## config.mk

```make
export PLATFORM = sky130hd
export DESIGN_NAME = ari_shift_right_seq
export DESIGN_NICKNAME = d
export VERILOG_FILES = /design/src/rtl/ari_shift_pkg.sv /design/src/rtl/ari_sra_step.sv /design/src/rtl/ari_shift_right_seq.sv
export SDC_FILE = /design/constraint.sdc
export NUM_CORES = 1
export LEC_CHECK = 0
export BUFFER_PORTS_ARGS = -buffer_cell sky130_fd_sc_hd__buf_4
export CAP_MARGIN = 20
export CELL_PAD_IN_SITES_DETAIL_PLACEMENT = 1
export CELL_PAD_IN_SITES_GLOBAL_PLACEMENT = 1
export CORE_UTILIZATION = 30
export DETAILED_ROUTE_END_ITERATION = 8
export GPL_TIMING_DRIVEN = 0
export PLACE_DENSITY_LB_ADDON = 0.25
export SETUP_SLACK_MARGIN = 0.1
export SLEW_MARGIN = 20
export SYNTH_ARGS = -nofsm -noshare
export SYNTH_HDL_FRONTEND = slang
export SYNTH_SLANG_ARGS = --single-unit
export TNS_END_PERCENT = 20
```

## constraint.sdc

```tcl
create_clock -name clk -period 1.5 [get_ports clk]
set_clock_uncertainty 0.2 [all_clocks]
set_input_delay 0.3 -clock clk [delete_from_list [all_inputs] [get_ports clk]]
set_output_delay 0.3 -clock clk [all_outputs]
set_load 0.1 [all_outputs]
```

## src/rtl/ari_shift_pkg.sv

```systemverilog
// Shared types and helpers for the sequential arithmetic shift-right unit.
package ari_shift_pkg;

    localparam int unsigned ARI_SHIFT_DEFAULT_WIDTH = 16;

    typedef enum logic [1:0] {
        IDLE  = 2'd0,
        SHIFT = 2'd1,
        DONE  = 2'd2
    } ari_shift_state_e;

    // Effective shift amount: min(amt, width).
    function automatic int unsigned sat_shift(input logic [63:0] amt, input int unsigned width);
        if (amt >= 64'(width)) begin
            return width;
        end
        return 32'(amt);
    endfunction

endpackage

```

## src/rtl/ari_sra_step.sv

```systemverilog
// One-bit arithmetic right step: sign bit replicated, LSB reported as bit_out.
module ari_sra_step
    import ari_shift_pkg::*;
#(
    parameter int unsigned WIDTH = ARI_SHIFT_DEFAULT_WIDTH
) (
    input  logic [WIDTH-1:0] d,
    output logic [WIDTH-1:0] q,
    output logic             bit_out
);

    assign q       = {d[WIDTH-1], d[WIDTH-1:1]};
    assign bit_out = d[0];

endmodule

```

## src/rtl/ari_shift_right_seq.sv

```systemverilog
// Sequential arithmetic shift-right, one bit per clock, start/done handshake.
// Optional round-half-up on the final step when ARI_SHIFT_ROUND_EN is defined.
module ari_shift_right_seq
    import ari_shift_pkg::*;
#(
    parameter int unsigned WIDTH = ARI_SHIFT_DEFAULT_WIDTH
) (
    input  logic             clk,
    input  logic             rst_n,
    input  logic             start,
    input  logic [WIDTH-1:0] a,
    input  logic [WIDTH-1:0] b,
    output logic [WIDTH-1:0] s,
    output logic             cout,
    output logic             busy,
    output logic             done
);

    localparam int unsigned CNT_W = $clog2(WIDTH) + 1;

    ari_shift_state_e state_q, state_d;
    logic [WIDTH-1:0] data_d;
    logic [CNT_W-1:0] cnt_q, cnt_d;
    logic [CNT_W-1:0] amt_c;
    logic             cout_d;
    logic             busy_d;
    logic             done_d;
    logic [WIDTH-1:0] step_q_c;
    logic             step_out_c;

    ari_sra_step #(.WIDTH(WIDTH)) u_step (
        .d       (s),
        .q       (step_q_c),
        .bit_out (step_out_c)
    );

    assign amt_c = CNT_W'(sat_shift(64'(b), WIDTH));

    // Next-state and next-output logic; s doubles as the working data register.
    always_comb begin
        state_d = state_q;
        data_d  = s;
        cnt_d   = cnt_q;
        cout_d  = cout;
        case (state_q)
            IDLE, DONE: begin
                if (start) begin
                    data_d  = a;
                    cnt_d   = amt_c;
                    cout_d  = 1'b0;
                    state_d = (amt_c == '0) ? DONE : SHIFT;
                end else if (state_q == DONE) begin
                    state_d = IDLE;
                end
            end
            SHIFT: begin
                data_d = step_q_c;
`ifdef ARI_SHIFT_ROUND_EN
                if (cnt_q == CNT_W'(1)) begin
                    data_d = step_q_c + WIDTH'(step_out_c);
                end
`endif
                cout_d = cout | step_out_c;
                cnt_d  = cnt_q - CNT_W'(1);
                if (cnt_q == CNT_W'(1)) begin
                    state_d = DONE;
                end
            end
            default: begin
                state_d = IDLE;
            end
        endcase
        busy_d = (state_d == SHIFT);
        done_d = (state_d == DONE);
    end

    // State and output registers.
    always_ff @(posedge clk or negedge rst_n) begin
        if (!rst_n) begin
            state_q <= IDLE;
            s       <= '0;
            cnt_q   <= '0;
            cout    <= 1'b0;
            busy    <= 1'b0;
            done    <= 1'b0;
        end else begin
            state_q <= state_d;
            s       <= data_d;
            cnt_q   <= cnt_d;
            cout    <= cout_d;
            busy    <= busy_d;
            done    <= done_d;
        end
    end

endmodule

```

### After elaboration in Yosys (flattened, before gate mapping)

Cells that the tools add are included.
W data, S select, Z words.

* register bits: 26
* input bits: 35
* output and inout port bits: 19
* word-level logic and storage cells: 37

* add/subtract/negate cells: 1
* order comparisons: 1
* equal/unequal tests: 6
* muxes and demuxes: 14
* bitwise logic cells: 2
* reductions and logical operators: 6

Operators by type and width (count)
* $pmux W16 S2: 1
* $ge A16 B5 Y1 const B: 1
* $mux W16: 1
* $mux W5: 3
* $pmux W5 S2: 1
* $mux W2: 4
* $eq A5 B1 Y1 const B: 1
* $logic_not A5 Y1: 1
* $sub A5 B1 Y5 const B: 1
* $eq A2 B1 Y1 const B: 2
* $eq A2 B2 Y1 const B: 2
* $pmux W2 S2: 1
* $reduce_and A3 Y1: 1
* $logic_not A2 Y1: 1
* $mux W1: 2
* $ne A2 B2 Y1 const B: 1
* $pmux W1 S2: 1
* $reduce_and A2 Y1: 1
* $reduce_bool A2 Y1: 1
* $reduce_or A2 Y1: 1
* $not A1 Y1: 1
* $or A1 B1 Y1: 1

### Longest topological paths before layout

Gate-level depths: netlist of the first run.

* depth in word-level cells: 8
* gate-level depth with buffers: 5
* mapped depth without buffers: 5

### By module

From an unflattened synthesis of the first run, not the netlist that was laid out.

* cells, all modules: 145
* area total of the unflattened synthesis: 1353.8 um2

Modules (own cells, without submodules)
* ari_shift_right_seq: times used 1, cells an instance 128, area each 1226.2 um2, seq. area each 650.6 um2
* ari_sra_step: times used 1, cells an instance 17, area each 127.6 um2, seq. area each 0.0 um2

### Worst setup path before layout of the first run

OpenSTA, ideal clock, no wires.

* kind: reg2reg
* from: register cnt_q[2]
* to: register cnt_q[3]
* library setup time: 0.126 ns
* arrival: 1.311 ns
* required time: 1.174 ns
* slack: -0.137 ns
* stages on the path, launching flop included: 4
* path buffers: 0
* clock period less this slack: 1.637 ns
* cell sequence: dfrtp_1 or3_1 mux2_4 a221o_1

* word-level cells in the longest chain between the ends: 2

Ends and longest elaborated chain
* from (decl): RTL line ari_shift_right_seq.sv:23 `logic [CNT_W-1:0] cnt_q, cnt_d;`
* from (signal assigned): RTL line ari_shift_right_seq.sv:89 `cnt_q <= cnt_d;`
* $sub A5 B1 Y5: RTL line ari_shift_right_seq.sv:64 `cnt_d = cnt_q - CNT_W'(1);`
* $pmux W5 S2: RTL line ari_shift_right_seq.sv:45 `case (state_q)`

Every way passes these cells.
A chain may end at the register's enable or synchronous reset.

### Worst setup path in the final report of the first run

* from: register cnt_q[1]
* to: register cnt_q[3]

The elaborated chain is that of the path after synthesis.

==> results.md, run 1 <==
* Vias in the first global route at 1,422
* Endpoint type of the worst setup path: flip-flop
* Slowest Stage Delay on Critical Path at 0.40 ns
* CP Cell Sequence: or3_4 -> mux2_4 -> a221o_1
* CTS H-tree depth at 1
* ANT cells at 0
* Synthesized area at 1210 um2
* Antenna violations before repair at 0
* RSZ-0062 raised after global routing: yes
* Failing checks: negative hold slack, negative setup slack
* # port buffers at 53
* Multi-input logic area at around 710 um2
* Yosys Warn Count at 0
* Met2 WL at 2980 um
* Routed wire per std cell at around 24 um
* Arrival @ worst endpoint at around 1.6 ns
* Via density at 5.40
* Critical path type: reg2reg
* Placed insts at 224
* Total wire length at slightly below 6000 um
* Clock tree sinks at 26
* Initial Util at 0.322
* Fmax at 608 MHz
* TritonRoute pass-1 iters at 4
* Post-DRT Antenna Nets at 0
* Worst-Margin Slew at 0.527 ns
* Outcome: finished with violations
* Period utilisation layout at 1.10
* Die footprint at 4310 um2
* Synth Area in Compound Gates at 0.147
* Post-Layout Cell Count at approximately 240
* Post-synthesis mux area share at 0.0288
* CP Launch Type: flip-flop
* Reg area at ~670 um2
* Ratio of cells with drive above 1 in the final layout at 0.643
* Uppermost routed layer: met4
* Seq cells post-synth at 26
* Endpoints failing hold at 1
* Max_slew headroom at 0.645
* FILL cells at 367
* I/O pins at 54
* Maxcap violations at 0
* Worst Hold Class: in2reg
* Crit path buf inv count at 0
* Setup WS post-layout at -0.145 ns
* Core area at between 3000 and 4000 um2
* Clock root buffer: clkbuf_8
* Overall routing resource usage at 0.230
* Reg clk slew, reported paths at 0.10 ns
* Total gr overflow at 0
* NumNets Final at 234
* Cells after Synth at 123
* Vias at 1,317
* Final TNS setup at -1.03 ns
* GP Congestion at 0.822
* Pin count of the biggest net entering global routing at 27
* WP data required at 1.48 ns
* Syn nets at 160
* Post-Synth XOR/XNOR Area at 0
* Largest family of logic cells by synthesized area: simple AND/OR/NAND/NOR gates
* Die height at 65.6 um
* Avg Cell Area, Syn at 9.88 um2
* Delay-heaviest family, CP: flip-flops
* Worst path slowest cell: dfrtp_1
* Post-placement setup slack at -0.254 ns
* Die X at between 60 and 70 um
* Dpl hpwl at 2670 um
* Synth cell types at 29
* Area Overhead vs Synth at 97.8%
* Simple-gate share of the synthesized area at 0.218
* Final slew viol count at 0
* Post-synthesis sequential area ratio at 0.536
* Crit Path Max Fanout at 2
* DRT iter0 DRCs at 80
* Post-layout min period at 1.65 ns
* Final Setup Violations at 20
* Worst-Skew Late Latency at 0.29 ns
* M1 WL at 2410 um
* Global-route wire length before repair at roughly 7200 um
* Max clock buf depth at 2
* CTS buffer count at 3
* Final Hold Slack at -0.00491 ns
* Drt drc at 0
* Synth Area in Adders at 0.0206
* Row Count at 22
* CTS tree: built
* Metal3 WL at 231 um
* Final core occ at 0.637
registers in the layout (all words and copies together), names as in the netlist:
| name | flops |
|---|---|
| s | 16 |
| cnt_q | 5 |
| state_q | 2 |
| busy | 1 |
| cout | 1 |
| done | 1 |
what timing repair did:
action,in CTS,in global routing
pin swaps,9,11
buffers inserted,11,3
hold buffers,1,0
endpoints found under the hold margin,26,0
gates resized for setup,71,58
cloned,0,1
endpoints found under the setup margin,44,44
through the flow:
stage	hold WS [ns]	instance area, um2
after floorplan	-0.196	1220
after global placement	0.0250	1680
after detailed placement	0.0292	1680
after CTS	0.00957	2120
after global routing	-0.000379	2400
final	-0.00491	2400
synth_stat cells, drive strengths merged:
library cell	number	area (um2)
a211oi	1	7.51
a21oi	1	5.00
a221o	2	20.0
a22o	3	26.3
and4	2	17.5
buf	5	26.3
clkbuf	4	15.0
dfrtp	26	651
ha	2	25.0
inv	5	18.8
mux2	1	15.0
mux2i	2	20.0
nand2	4	15.0
nand2b	2	12.5
nand3	1	5.00
nand3b	1	7.51
nand4	1	6.26
nor2	16	60.1
nor2b	2	12.5
nor3	15	75.1
nor3b	1	7.51
nor4	5	31.3
nor4b	1	8.76
o21ai	1	5.00
o221ai	1	8.76
o22ai	17	106
or3	1	6.26
worst paths after layout:
path,start,end,slack (ns),depth (start not counted)
max,cnt_q[1]$_DFFE_PN0P_,cnt_q[3]$_DFFE_PN0P_,-0.15,3
min,a[15],s[15]$_DFFE_PN0P_,-0.005,3
max reg2reg,cnt_q[1]$_DFFE_PN0P_,cnt_q[3]$_DFFE_PN0P_,-0.15,3
min reg2reg,s[13]$_DFFE_PN0P_,s[13]$_DFFE_PN0P_,0.37,2
max in group asynchronous,rst_n,s[9]$_DFFE_PN0P_,0.56,2
min in group asynchronous,rst_n,s[5]$_DFFE_PN0P_,0.26,2
worst reg2reg max path, cell delays in order, from the launching register on:
cell and delay, ns:
dfrtp_1 0.40, or3_4 0.40, mux2_4 0.26, a221o_1 0.28
routing by layer:
metal / GRT usage / vias up
met5: 0 / -
met4: 0.0761 / 0
met3: 0.0486 / 12
met2: 0.407 / 49
met1: 0.273 / 653
li1: - / 603
cells by family after synthesis:
kind of cell / Yosys count
compound gates: 26
fa+ha+maj: 2
buf+inv: 14
flops: 26
mux: 3
simple gates: 52
layout by cell type (no fill, tap or decap), drive strengths merged, types with 2 or more instances in the layout:
cell and instances:
a22o 3, nor2 16, a221o 2, mux2i 2
inv 5, dfrtp 26, clkbuf 6, o22ai 17
buf 74, and4 2, nand2b 2, nor3 15
nor4 5, nor2b 2, ha 2, nand2 4
final cells by class:
| type | count | share of cell area |
|---|---|---|
| repair buffers | 69 | 0.315 |
| multi-input cells | 83 | 0.296 |
| flip-flops and latches | 26 | 0.277 |
| plain buffers | 9 | 0.0489 |
| well taps | 48 | 0.0250 |
| clock buffers | 3 | 0.0172 |
| clock inverters | 1 | 0.0125 |
| inverters | 5 | 0.00781 |
Power of run 1 is left out: the tool's default activity adds up to more than one toggle a clock period on the data nets, which glitch-free logic cannot reach.
==> inputs of run 2 (changes only) <==
- PLACE_DENSITY: unset -> 0.78
- PLACE_DENSITY_LB_ADDON: 0.25 -> unset
- SKIP_CTS_REPAIR_TIMING: unset -> 1
==> run 2 against run 1 <==
The run ends with negative setup slack left. Via count rose by 1.9%. Count of clock-buffer cells in the layout stayed put. Global-route usage down 4.6 points. Critical path depth increased by 1. Core utilization fell by 3.1 points.
==> results.md, run 2 (synthesized netlist as in run 1, its figures left out) <==
* Outcome: finished with violations
* Failing checks: negative setup slack
* Largest register FFs at 16
* Dpl hpwl at 2740 um
* CTS tree: built
* Arrival @ worst endpoint at 1.67 ns
* Clock root buffer: clkbuf_8
* Pin count of the biggest net entering global routing at 27
* CTS buffer count at 3
* Clock tree sinks at 26
* Initial Util at 0.322
* Die footprint at 4310 um2
* GP Congestion at approximately 0.74
* Endpoint type of the worst setup path: flip-flop
* WP data required at 1.48 ns
* Worst Hold Class: in2reg
* Ratio of cells with drive above 1 in the final layout at 0.570
* DP Area at 1680 um2
* Commonest non-fill, non-tap cell in the layout: buf_4
* Biggest regs: s: 16 flops, cnt_q: 5 flops, state_q: 2 flops
* CTS H-tree depth at 1
* Area Overhead vs Synth at 88.2%
* Maxcap violations at 0
* Total wire length at 4950 um
* ANT cells at 0
* Endpoints failing hold at 0
* Post-placement setup slack at -0.290 ns
* Die height at 65.6 um
* I/O pins at 54
* TritonRoute pass-1 iters at 4
* Post-layout min period at 1.69 ns
* Antenna violations before repair at 0
* DRT iter0 DRCs at 70
* Global-route wire length before repair at 6030 um
* Total gr overflow at 0
* Critical path type: reg2reg
* Post-route design area at 2290 um2
* Most frequent cells in the layout: 49 x buf_4, 17 x o22ai_1, 16 x buf_6, 16 x nor2_1, 14 x dfrtp_1
* Reg with most FFs: s
* Max_slew headroom at 0.630
* Vias at 1,342
* Die X at approximately 66 um
* Drt drc at 0
* Final Setup Violations at 14
* Worst-Margin Slew at between 0.5 and 0.6 ns
* CP Launch Type: flip-flop
* Vias in the first global route at about 1,200
* Routed wire per std cell at between 15 and 20 um
* Post-DRT Antenna Nets at 0
* RSZ-0062 raised after global routing: yes
* Worst path slowest cell: dfrtp_2
* Core area at 3770 um2
* Worst-Skew Late Latency at 0.29 ns
* CP Cell Sequence: nor2b_1 -> buf_4 -> mux2_4 -> a221o_1
* Overall routing resource usage at 0.184
* Reg clk slew, reported paths at 0.10 ns
* Via density at 5.41
* Setup WS post-layout at -0.193 ns
* Fmax at about 600 MHz
* Crit Path Max Fanout at 9
* Max clock buf depth at 2
* NumNets Final at about 240
* Period utilisation layout at 1.13
* Row Count at 22
* Slowest Stage Delay on Critical Path at 0.42 ns
* Final Hold Slack at between 0.02 and 0.03 ns
* Final slew viol count at 0
* # port buffers at 53
[run 2: worst max-delay path: cells and delay by family, from the launching register on]
kind,cells,cell delay [ns]
AOI/OAI and AO/OA,1,0.29
buffers and inverters,1,0.21
muxes,1,0.31
and+or+nand+nor,1,0.14
DFF,1,0.42
[run 2: stage by stage]
step,util,TNS [ns],instances
6_report,0.606,-0.881,248
5_1_grt,0.606,-2.00,248
4_1_cts,0.465,-3.83,228
3_5_place_dp,0.446,-2.65,224
3_3_place_gp,0.446,-1.55,224
2_1_floorplan,-,-0.115,123
[run 2: layout make-up]
class,count,area [um2]
timing repair buffer,73,767
multi-input combinational,83,602
sequential,26,666
clock buffer,3,41.3
clock inverter,1,30.0
inverter,5,18.8
buffer,9,101
tap,48,60.1
fill,388,1490
[run 2: final timing paths]
check | from | end | slack (ns) | cells past startpoint
min | a[15] | s[15]$_DFFE_PN0P_ | 0.03 | 3
max | state_q[0]$_DFF_PN0_ | cnt_q[3]$_DFFE_PN0P_ | -0.19 | 4
min in group asynchronous | rst_n | busy$_DFF_PN0_ | 0.25 | 2
min reg2reg | s[6]$_DFFE_PN0P_ | s[6]$_DFFE_PN0P_ | 0.36 | 2
max in group asynchronous | rst_n | s[12]$_DFFE_PN0P_ | 0.55 | 2
max reg2reg | state_q[0]$_DFF_PN0_ | cnt_q[3]$_DFFE_PN0P_ | -0.19 | 4
[run 2: metal layers]
layer  routed length (um)  part of all wire  global-route usage  up-vias
li1                     -                 -                   -      608
met1                 1960              0.40               0.232      683
met3                  227             0.046              0.0417       11
met5                    0                 0                   0        -
met2                 2650              0.54               0.323       40
met4                  112             0.023              0.0299        0
Power of run 2 is left out for the same reason.
==> inputs of run 3 (changes only) <==
- SETUP_SLACK_MARGIN: 0.1 -> 0.02
==> run 3 against run 2 <==
The run still ends with negative setup slack left. Critical path depth shrank 1. Largest cell class is now registers. First-iteration DRC count fell by 16%. Worst hold slack lost 0.011 ns. Die area did not move. Critical path type unchanged. Routed wire length is 18% lower. Core utilization is 9.4 points lower. Global-route usage is 0.82 points lower. Flip-flop and latch count is the same. Count of clock-buffer cells in the layout stayed put. Cell count is 3.2% lower. Worst setup slack better by 0.038 ns.
==> results.md, run 3 (synthesized netlist as in run 1, its figures left out) <==
* Global-route wire length before repair at 5740 um
* Worst-Skew Late Latency at 0.27 ns
* Most frequent cells in the layout: 64 x buf_4, 23 x dfrtp_1, 17 x o22ai_1
* Reg with most FFs: s
* Vias in the first global route at 1,280
* I/O pins at 54
* Worst Hold Class: in2reg
* Die footprint at ~4300 um2
* RSZ-0062 raised after global routing: yes
* CTS tree: built
* Failing checks: negative setup slack
* Period utilisation layout at 1.10
* Post-Layout Cell Count at 240
* Fmax at 604 MHz
* Antenna violations before repair at 0
* CTS H-tree depth at 1
* Pin count of the biggest net entering global routing at 27
* Commonest non-fill, non-tap cell in the layout: buf_4
* Total wire length at between 4000 and 5000 um
* NumNets Final at 230
* TritonRoute pass-1 iters at 4
* Dpl hpwl at 2750 um
* Die X at 65.6 um
* Ratio of cells with drive above 1 in the final layout at 0.474
* Die height at 65.6 um
* Final slew viol count at 0
* R2r setup slk at -0.16 ns
* # port buffers at 53
* Worst-Margin Slew at between 0.4 and 0.5 ns
* Clock tree sinks at 26
* Initial Util at 0.322
* Worst R2R End: cnt_q[3]$_DFFE_PN0P_
* Post-layout min period at ~1.7 ns
* FILL cells at 419
* Overall routing resource usage at 0.176
* Hold Path Cell Cnt at 3
* Drt drc at 0
* Final TNS setup at -0.591 ns
* DRT iter0 DRCs at 59
* Core area at 3770 um2
* Outcome: finished with violations
* Biggest regs: s: 16 flops, cnt_q: 5 flops, state_q: 2 flops
* Max_slew headroom at 0.693
* Total gr overflow at 0
* Via density at 5.17
* Critical path type: reg2reg
* Max clock buf depth at 2
* Reg2Reg Launch Point: cnt_q[1]$_DFFE_PN0P_
* Crit Path Max Fanout at 2
* Largest register FFs at 16
* Arrival @ worst endpoint at 1.62 ns
* Vias at about 1,200
* Post-placement setup slack at -0.286 ns
* Hold Path Sink: s[15]$_DFFE_PN0P_
* Area Overhead vs Synth at 58.9%
* Setup WS post-layout at -0.156 ns
* ANT cells at 0
* Final Setup Violations at 9
* GP Congestion at a little over 0.7
* Reg clk slew, reported paths at approximately 0.09 ns
* Placed insts at approximately 220
* Routed wire per std cell at 17.0 um
* R2R cell count at 3
* Hold path startpoint: a[15]
* Clock root buffer: clkbuf_8
* Post-DRT Antenna Nets at 0
* CP Launch Type: flip-flop
* CTS buffer count at 3
* Row Count at 22
* Endpoint type of the worst setup path: flip-flop
* Maxcap violations at 0
* WP data required at 1.47 ns
* Endpoints failing hold at 0
==> run 3: worst max path at each step <==
stage / startpoint / slack (ns) / end
after floorplan: cnt_q[2]$_DFFE_PN0P_ / -0.11 / cnt_q[3]$_DFFE_PN0P_
after global placement: start / -0.18 / s[3]$_DFFE_PN0P_
after detailed placement: cnt_q[1]$_DFFE_PN0P_ / -0.29 / busy$_DFF_PN0_
after CTS: cnt_q[1]$_DFFE_PN0P_ / -0.32 / busy$_DFF_PN0_
after global routing: state_q[0]$_DFF_PN0_ / -0.21 / cnt_q[3]$_DFFE_PN0P_
final: cnt_q[1]$_DFFE_PN0P_ / -0.16 / cnt_q[3]$_DFFE_PN0P_
==> run 3: critical path, stage by stage (launching register included) <==
cell	delay, ns
dfrtp_1	0.40
or3_4	0.40
mux2_4	0.27
a221o_1	0.28
==> run 3: area by class of cell <==
class / instances / area (um2) / share of cell area
Tap cell: 48 / 60.1 / 0.0311
Sequential cell: 26 / 654 / 0.339
Inverter: 5 / 18.8 / 0.00972
Clock inverter: 1 / 30.0 / 0.0156
Buffer: 9 / 76.3 / 0.0395
Clock buffer: 3 / 41.3 / 0.0214
Multi-Input combinational cell: 83 / 556 / 0.288
Timing Repair Buffer: 65 / 494 / 0.256
==> run 3: layer usage <==
metal  GRT usage  vias up  wire, um
li1            -      590         -
met1       0.198      614      1620
met2       0.327       35      2240
met3      0.0469        2       192
met4      0.0353        0        10
met5           0        -         0
==> run 3: per-stage QoR <==
| stage | cell area, um2 | util | hold slack [ns] |
|---|---|---|---|
| final | 1930 | 0.512 | 0.0162 |
| after global routing | 1930 | 0.512 | 0.0334 |
| after CTS | 1750 | 0.463 | -0.268 |
| after detailed placement | 1680 | 0.444 | 0.0357 |
| after global placement | 1680 | 0.444 | 0.0262 |
| after floorplan | 1220 | - | -0.196 |
Power of run 3 is left out for the same reason.
